===== src/rtl/uart_pkg.sv =====
// Shared types and width helpers for the UART receive path.
// Optional build macro used by the receiver: UART_RX_MAJORITY_EN.
package uart_pkg;

   typedef enum logic [1:0] {
      IDLE  = 2'b00,
      START = 2'b01,
      DATA  = 2'b10,
      TAIL  = 2'b11
   } uart_state_e;

   localparam logic UART_IDLE_LEVEL = 1'b1;

   function automatic int tick_w(input int os);
      return (os < 2) ? 1 : $clog2(os);
   endfunction

   function automatic int bit_w(input int n);
      return $clog2(n + 1);
   endfunction

endpackage


===== src/rtl/uart_rx_ctrl_if.sv =====
// Received-byte handoff bundle: byte, status flags and valid/ready.
// The receiver drives the master side; the consumer owns rx_ready.
interface uart_rx_ctrl_if #(
   parameter int DATA_BITS = 8
) ();

   logic [DATA_BITS-1:0] rx_data;
   logic                 rx_valid;
   logic                 rx_ready;
   logic                 parity_err;
   logic                 frame_err;
   logic                 overrun_err;

   modport master (
      output rx_data,
      output rx_valid,
      output parity_err,
      output frame_err,
      output overrun_err,
      input  rx_ready
   );

   modport slave (
      input  rx_data,
      input  rx_valid,
      input  parity_err,
      input  frame_err,
      input  overrun_err,
      output rx_ready
   );

endinterface


===== src/rtl/uart_rx_sync.sv =====
// Two-flop synchroniser for the asynchronous serial line.
// Both flops reset to the idle (high) line level.
module uart_rx_sync
   import uart_pkg::*;
(
   input  logic baud_clk,
   input  logic rst_n,
   input  logic d,
   output logic q
);

   logic meta;

   always_ff @(posedge baud_clk or negedge rst_n) begin
      if (!rst_n) begin
         meta <= UART_IDLE_LEVEL;
         q    <= UART_IDLE_LEVEL;
      end else begin
         meta <= d;
         q    <= meta;
      end
   end

endmodule


===== src/rtl/uart_rx_ctrl.sv =====
// UART receive sequencer: start detect, mid-bit sampling, byte handoff.
// Build macro UART_RX_MAJORITY_EN selects 2-of-3 majority sampling.
module uart_rx_ctrl
   import uart_pkg::*;
#(
   parameter int OVERSAMPLE = 16,
   parameter int DATA_BITS  = 8,
   parameter int PARITY_ODD = 0
) (
   input  logic          baud_clk,
   input  logic          rst_n,
   input  logic          data_tx,
   output logic [1:0]    current_state,
   output logic          shift,
   output logic          busy,
   uart_rx_ctrl_if.master rx
);

   localparam int TW = tick_w(OVERSAMPLE);
   localparam int BW = bit_w(DATA_BITS);

`ifdef UART_RX_MAJORITY_EN
   localparam int MID_OFS = 1;
`else
   localparam int MID_OFS = 0;
`endif

   localparam logic [TW-1:0] TICK_LAST = TW'(OVERSAMPLE - 1);
   localparam logic [TW-1:0] TICK_MID  = TW'(OVERSAMPLE / 2 - 1 + MID_OFS);
   localparam logic [BW-1:0] BIT_LAST  = BW'(DATA_BITS - 1);
   localparam logic          ODD       = 1'(PARITY_ODD);

   logic                 rxs;
   logic                 bit_s;
   uart_state_e          state;
   logic [TW-1:0]        tick;
   logic [BW-1:0]        bitc;
   logic [DATA_BITS-1:0] shreg;
   logic                 par_seen;
   logic                 par_err_q;
   logic                 armed;
   logic                 at_last;

   uart_rx_sync u_sync (
      .baud_clk (baud_clk),
      .rst_n    (rst_n),
      .d        (data_tx),
      .q        (rxs)
   );

`ifdef UART_RX_MAJORITY_EN
   // Window holds rxs of the two previous cycles; decision lands one tick late.
   logic [1:0] hist;

   always_ff @(posedge baud_clk or negedge rst_n) begin
      if (!rst_n) begin
         hist <= {2{UART_IDLE_LEVEL}};
      end else begin
         hist <= {hist[0], rxs};
      end
   end

   assign bit_s = (rxs & hist[0]) | (rxs & hist[1]) | (hist[0] & hist[1]);
`else
   assign bit_s = rxs;
`endif

   assign at_last       = (tick == TICK_LAST);
   assign shift         = (state == DATA) && at_last;
   assign current_state = state;
   assign busy          = (state != IDLE);

   always_ff @(posedge baud_clk or negedge rst_n) begin
      if (!rst_n) begin
         state          <= IDLE;
         tick           <= '0;
         bitc           <= '0;
         shreg          <= '0;
         par_seen       <= 1'b0;
         par_err_q      <= 1'b0;
         armed          <= 1'b1;
         rx.rx_data     <= '0;
         rx.rx_valid    <= 1'b0;
         rx.parity_err  <= 1'b0;
         rx.frame_err   <= 1'b0;
         rx.overrun_err <= 1'b0;
      end else begin
         rx.overrun_err <= 1'b0;
         if (rx.rx_valid && rx.rx_ready) begin
            rx.rx_valid <= 1'b0;
         end
         if (rxs) begin
            armed <= 1'b1;
         end
         tick <= at_last ? '0 : tick + 1'b1;

         unique case (state)
            IDLE: begin
               if (armed && !rxs) begin
                  state <= START;
                  tick  <= '0;
               end
            end
            START: begin
               if (tick == TICK_MID) begin
                  if (!bit_s) begin
                     state <= DATA;
                     tick  <= '0;
                     bitc  <= '0;
                  end else begin
                     state <= IDLE;
                  end
               end
            end
            DATA: begin
               if (at_last) begin
                  shreg <= {bit_s, shreg[DATA_BITS-1:1]};
                  bitc  <= bitc + 1'b1;
                  if (bitc == BIT_LAST) begin
                     state    <= TAIL;
                     tick     <= '0;
                     par_seen <= 1'b0;
                  end
               end
            end
            TAIL: begin
               if (at_last) begin
                  if (!par_seen) begin
                     par_seen  <= 1'b1;
                     par_err_q <= ^shreg ^ bit_s ^ ODD;
                  end else begin
                     // Back to IDLE half a bit early to resync on the next start.
                     state <= IDLE;
                     if (!bit_s) begin
                        armed <= 1'b0;
                     end
                     if (!rx.rx_valid || rx.rx_ready) begin
                        rx.rx_data    <= shreg;
                        rx.parity_err <= par_err_q;
                        rx.frame_err  <= !bit_s;
                        rx.rx_valid   <= 1'b1;
                     end else begin
                        rx.overrun_err <= 1'b1;
                     end
                  end
               end
            end
            default: state <= IDLE;
         endcase
      end
   end

endmodule


===== src/flat_wrapper.sv =====
// flat-port wrapper written by rule: the top's interface ports become plain ports
module uart_rx_ctrl_flat import uart_pkg::*;
#(
   parameter int OVERSAMPLE = 16,
   parameter int DATA_BITS  = 8,
   parameter int PARITY_ODD = 0
)
  (baud_clk, rst_n, data_tx, current_state, shift, busy, rx_rx_data, rx_rx_valid, rx_parity_err, rx_frame_err, rx_overrun_err, rx_rx_ready);
  uart_rx_ctrl_if #(.DATA_BITS(DATA_BITS)) rx_i ();
  input  logic baud_clk;
  input  logic rst_n;
  input  logic data_tx;
  output logic [1:0] current_state;
  output logic shift;
  output logic busy;
  output wire logic [$bits(rx_i.rx_data)-1:0] rx_rx_data;
  output wire logic [$bits(rx_i.rx_valid)-1:0] rx_rx_valid;
  output wire logic [$bits(rx_i.parity_err)-1:0] rx_parity_err;
  output wire logic [$bits(rx_i.frame_err)-1:0] rx_frame_err;
  output wire logic [$bits(rx_i.overrun_err)-1:0] rx_overrun_err;
  input wire logic [$bits(rx_i.rx_ready)-1:0] rx_rx_ready;
  assign rx_rx_data = rx_i.rx_data;
  assign rx_rx_valid = rx_i.rx_valid;
  assign rx_parity_err = rx_i.parity_err;
  assign rx_frame_err = rx_i.frame_err;
  assign rx_overrun_err = rx_i.overrun_err;
  assign rx_i.rx_ready = rx_rx_ready;
  uart_rx_ctrl #(.OVERSAMPLE(OVERSAMPLE), .DATA_BITS(DATA_BITS), .PARITY_ODD(PARITY_ODD)) u_core (.baud_clk(baud_clk), .rst_n(rst_n), .data_tx(data_tx), .current_state(current_state), .shift(shift), .busy(busy), .rx(rx_i));
endmodule

===== config.mk =====
export PLATFORM = sky130hd
export DESIGN_NAME = uart_rx_ctrl_flat
export DESIGN_NICKNAME = d
export VERILOG_FILES = /design/src/rtl/uart_pkg.sv /design/src/rtl/uart_rx_ctrl_if.sv /design/src/rtl/uart_rx_sync.sv /design/src/rtl/uart_rx_ctrl.sv /design/src/flat_wrapper.sv
export SDC_FILE = /design/constraint.sdc
export NUM_CORES = 1
export LEC_CHECK = 0
export BUFFER_PORTS_ARGS = -buffer_cell sky130_fd_sc_hd__clkbuf_2
export CAP_MARGIN = 20
export CORE_ASPECT_RATIO = 0.5
export CORE_MARGIN = 2
export CORE_UTILIZATION = 56
export DETAILED_ROUTE_END_ITERATION = 10
export GPL_ROUTABILITY_DRIVEN = 0
export PLACE_DENSITY_LB_ADDON = 0.05
export SLEW_MARGIN = 10
export SYNTH_ARGS = -nofsm -noshare
export SYNTH_HDL_FRONTEND = slang
export SYNTH_HIERARCHICAL = 1
export SYNTH_SLANG_ARGS = --single-unit

===== constraint.sdc =====
create_clock -name baud_clk -period 1.95 [get_ports baud_clk]
set_input_delay 0.2925 -clock baud_clk [delete_from_list [all_inputs] [get_ports baud_clk]]
set_output_delay 0.2925 -clock baud_clk [all_outputs]
set_load 0.02 [all_outputs]

==> key figures <==
Run status
  – Status: completed

Synthesis
  – Number of synthesized flops with an enable pin: 0
  – YS warnings: 6
  – Top cells by area, synth: dfrtp_1 50%, mux2_4 8.5%, mux2_2 7.1%, dfstp_2 4.9%, xnor2_1 4.4%
  – Post-Synthesis Net Count: 128
  – Mean Syn Cell Area: 13.1 um^2
  – Most used DFF post-synth: dfrtp_1
  – Synth unique cells: 37
  – Register bit total from synthesis: 35
  – Register area share after synthesis: 55.2%
  – Post-Syn Area: 1590 um^2
  – Synth top cells by count: 32 x dfrtp_1, 10 x mux2_2, 9 x mux2_4, 8 x xnor2_1
  – Ys async rst share: 100%
  – Cell taking the most area after synthesis: dfrtp_1
  – Most instantiated library cell after synthesis: dfrtp_1
  – Post-Synthesis Cells: 122
  – Synth top area share: 50.2%

Finish
  – NumNets Final: 160
  – Fraction of final layout cells sized beyond drive strength 1: 42.6%
  – # fillers: 184
  – Final std cells w/o fill: 192
  – Antenna Cells: 0
  – Syn-to-layout area delta: 20.9%
  – Finished layout cell area: 1930 um^2

Setup path
  – Crit. End Element: output port
  – CP Launch Type: flip-flop
  – Worst stage delay on the critical path: 380 ps
  – Reg-to-reg slack, setup: 310 ps
  – CP Class: flip-flop to output port
  – CP max-delay cell: dfrtp_1
  – Crit Reg-Reg Startpoint: u_core/tick[0]
  – WP data required: 1660 ps
  – Crit-path cells: ha_1 -> nand3_2 -> nor3_4 -> buf_6 -> clkbuf_2
  – Arrival time worst endpoint: 1500 ps
  – Crit path max fanout: 7
  – Reg2Reg Depth: 5
  – RR Endpoint: u_core/rx.parity_err

Pwr
  – Leak pwr: 0.000988 uW
  – Worst VDD drop: 0.000513 V
  – Power Total: 2240 uW
  – Power Density: 1160 nW/um^2

Place
  – DPL Wire Length: 1860 um
  – IO Port Bufs: 19
  – Area after DPL: 1740 um^2
  – Post-Place Cells: 178

Drt
  – DRC viols: 0
  – Vias/cell: 5.20
  – Final ANT Viol Nets: 0
  – DRT iter0 DRCs: 52
  – DR pass1 iterations: 4
  – Routed WL: 2820 um
  – Average wire per standard cell: 14.7 um
  – Via count: 998

Worst hold path
  – Hold Startpoint: data_tx
  – Hold Path Sink: u_core/u_sync/meta
  – Hold crit path type: input port to flip-flop
  – WHS Path Cells: 1

Floorplan
  – Core Rows: 13
  – Initial Util: 60.1%
  – Die area: 3320 um^2
  – Core area: 2650 um^2
  – # IOs: 20
  – Die X-Extent: 79.5 um
  – Die Ht: 41.7 um

STA
  – Fmax achieved: 559 MHz
  – Slew Limit Fails: 0
  – Pin slew with the least headroom to its limit: 443 ps
  – Setup TNS: 0 ps
  – Period utilization: 91.7%
  – Endpoints failing setup: 0
  – Clock Skews: 2.63 ps
  – Fin. Hold Viols: 0
  – Slew headroom: 70.5%
  – RSZ-0062 raised after global routing: false
  – Final min period: 1790 ps

Clock network
  – Max clock buf depth: 2
  – CTS tree: built
  – Clock sink total: 35
  – Root Buffer: clkbuf_8
  – Skew-Pair Late Insertion Delay: 280 ps
  – Clock slew seen by the registers of the worst setup and hold paths: 70 ps
  – Cts bufs inserted: 5
  – H-tree depth: 2

Global routing
  – Initial antenna violation count: 0
  – First-pass GRT wire length: 4760 um
  – Overall Global Routing Usage: 19.2%
  – GRT overflow: 0
  – Largest net degree at the start of global routing: 20
  – Vias in the first global route: 1012

Job
  – Total of max-cap violations: 0
==> state kept, by name (all words and copies together), names as in the netlist, named ones only <==
signal	count
u_core/rx.rx_data	8
u_core/shreg	8
u_core/bitc	4
u_core/tick	4
u_core/armed	1
u_core/current_state	1
u_core/par_err_q	1
u_core/par_seen	1
u_core/rx.frame_err	1
u_core/rx.overrun_err	1
u_core/rx.parity_err	1
u_core/rx.rx_valid	1
u_core/u_sync/meta	1
u_core/u_sync/q	1
==> layout make-up <==
class	count	area, um^2	share of cell area (%)
sequential	35	881	45.7
multi-input combinational	79	664	34.5
timing repair buffer	31	191	9.94
clock buffer	5	68.8	3.57
clock inverter	3	67.6	3.51
tap	37	46.3	2.40
inverter	2	7.51	0.390
==> worst max path at each step <==
stage | cells past startpoint | startpoint | slack, ps | to
floorplan | 6 | u_core/tick[0] | 310 | u_core/rx.rx_data[0]
global placement | 5 | u_core/tick[0] | 330 | u_core/rx.parity_err
detailed placement | 5 | u_core/tick[0] | 310 | u_core/rx.parity_err
CTS | 5 | u_core/tick[0] | 30 | shift
global route | 5 | u_core/tick[1] | 50 | shift
finish | 5 | u_core/tick[0] | 160 | shift
==> through the flow <==
step	hold WS, ps	utilization (%)	worst slack (ps)
final	88.7	72.7	162
after global routing	74.6	72.7	53.6
after CTS	76.7	71.1	27.8
after detailed placement	263	65.5	314
after global placement	261	65.5	326
after floorplan	-3.09	-	311
==> cells by family (layout without fill, tap and decap cells) <==
family / after synthesis / count (layout) / synth area share, %
AO/OA/AOI/OAI: 14 / 14 / 5.81
flip-flops: 35 / 35 / 55.2
adder cells (fa/ha/maj): 2 / 2 / 1.57
XOR/XNOR: 10 / 10 / 6.36
multiplexers: 19 / 19 / 15.5
buffers and inverters: 8 / 41 / 3.14
AND/OR/NAND/NOR: 34 / 34 / 12.4
==> what timing repair did <==
action / 4_1_cts / 5_1_grt
setup buffers: 0 / 5
gates resized for setup: 0 / 2
hold buffers: 1 / 0
setup endpoints to repair: 0 / 1
endpoints found under the hold margin: 16 / 0
==> placed cells by master, fill, tap and decap left out, drive strengths merged, types with 2 or more instances in the layout <==
cell type | netlist | layout
a21o | 3 | 3
buf | 5 | 11
bufinv | 0 | 2
clkbuf | 1 | 24
dfrtp | 32 | 32
dfstp | 3 | 3
ha | 2 | 2
inv | 2 | 2
mux2 | 19 | 19
nand2 | 7 | 7
nand2b | 3 | 3
nand3 | 5 | 5
nor2 | 8 | 8
nor2b | 2 | 2
nor4 | 2 | 2
o21ai | 4 | 4
xnor2 | 8 | 8
==> power by group <==
| group | total (uW) | switching, uW | internal, uW |
|---|---|---|---|
| Sequential | 992 | 160 | 832 |
| Clock | 776 | 266 | 510 |
| Combinational | 472 | 237 | 234 |
==> per-layer routing <==
layer	vias to the layer above	track usage, %	routed length [um]	share of wire [%]
li1	487	-	-	-
met1	489	26.6	1380	49
met2	18	28.7	1310	46
met3	4	7.17	107	3.8
met4	0	5.17	22	0.78
met5	-	0	0	0
==> worst max-delay path: cells and delay by family (launching register included) <==
family,cells,cell delay (ps)
flip-flops,1,380
AND/OR/NAND/NOR,2,310
buffers and inverters,2,310
adder cells (fa/ha/maj),1,210
Note: power is estimated with default switching activity, not from simulation.
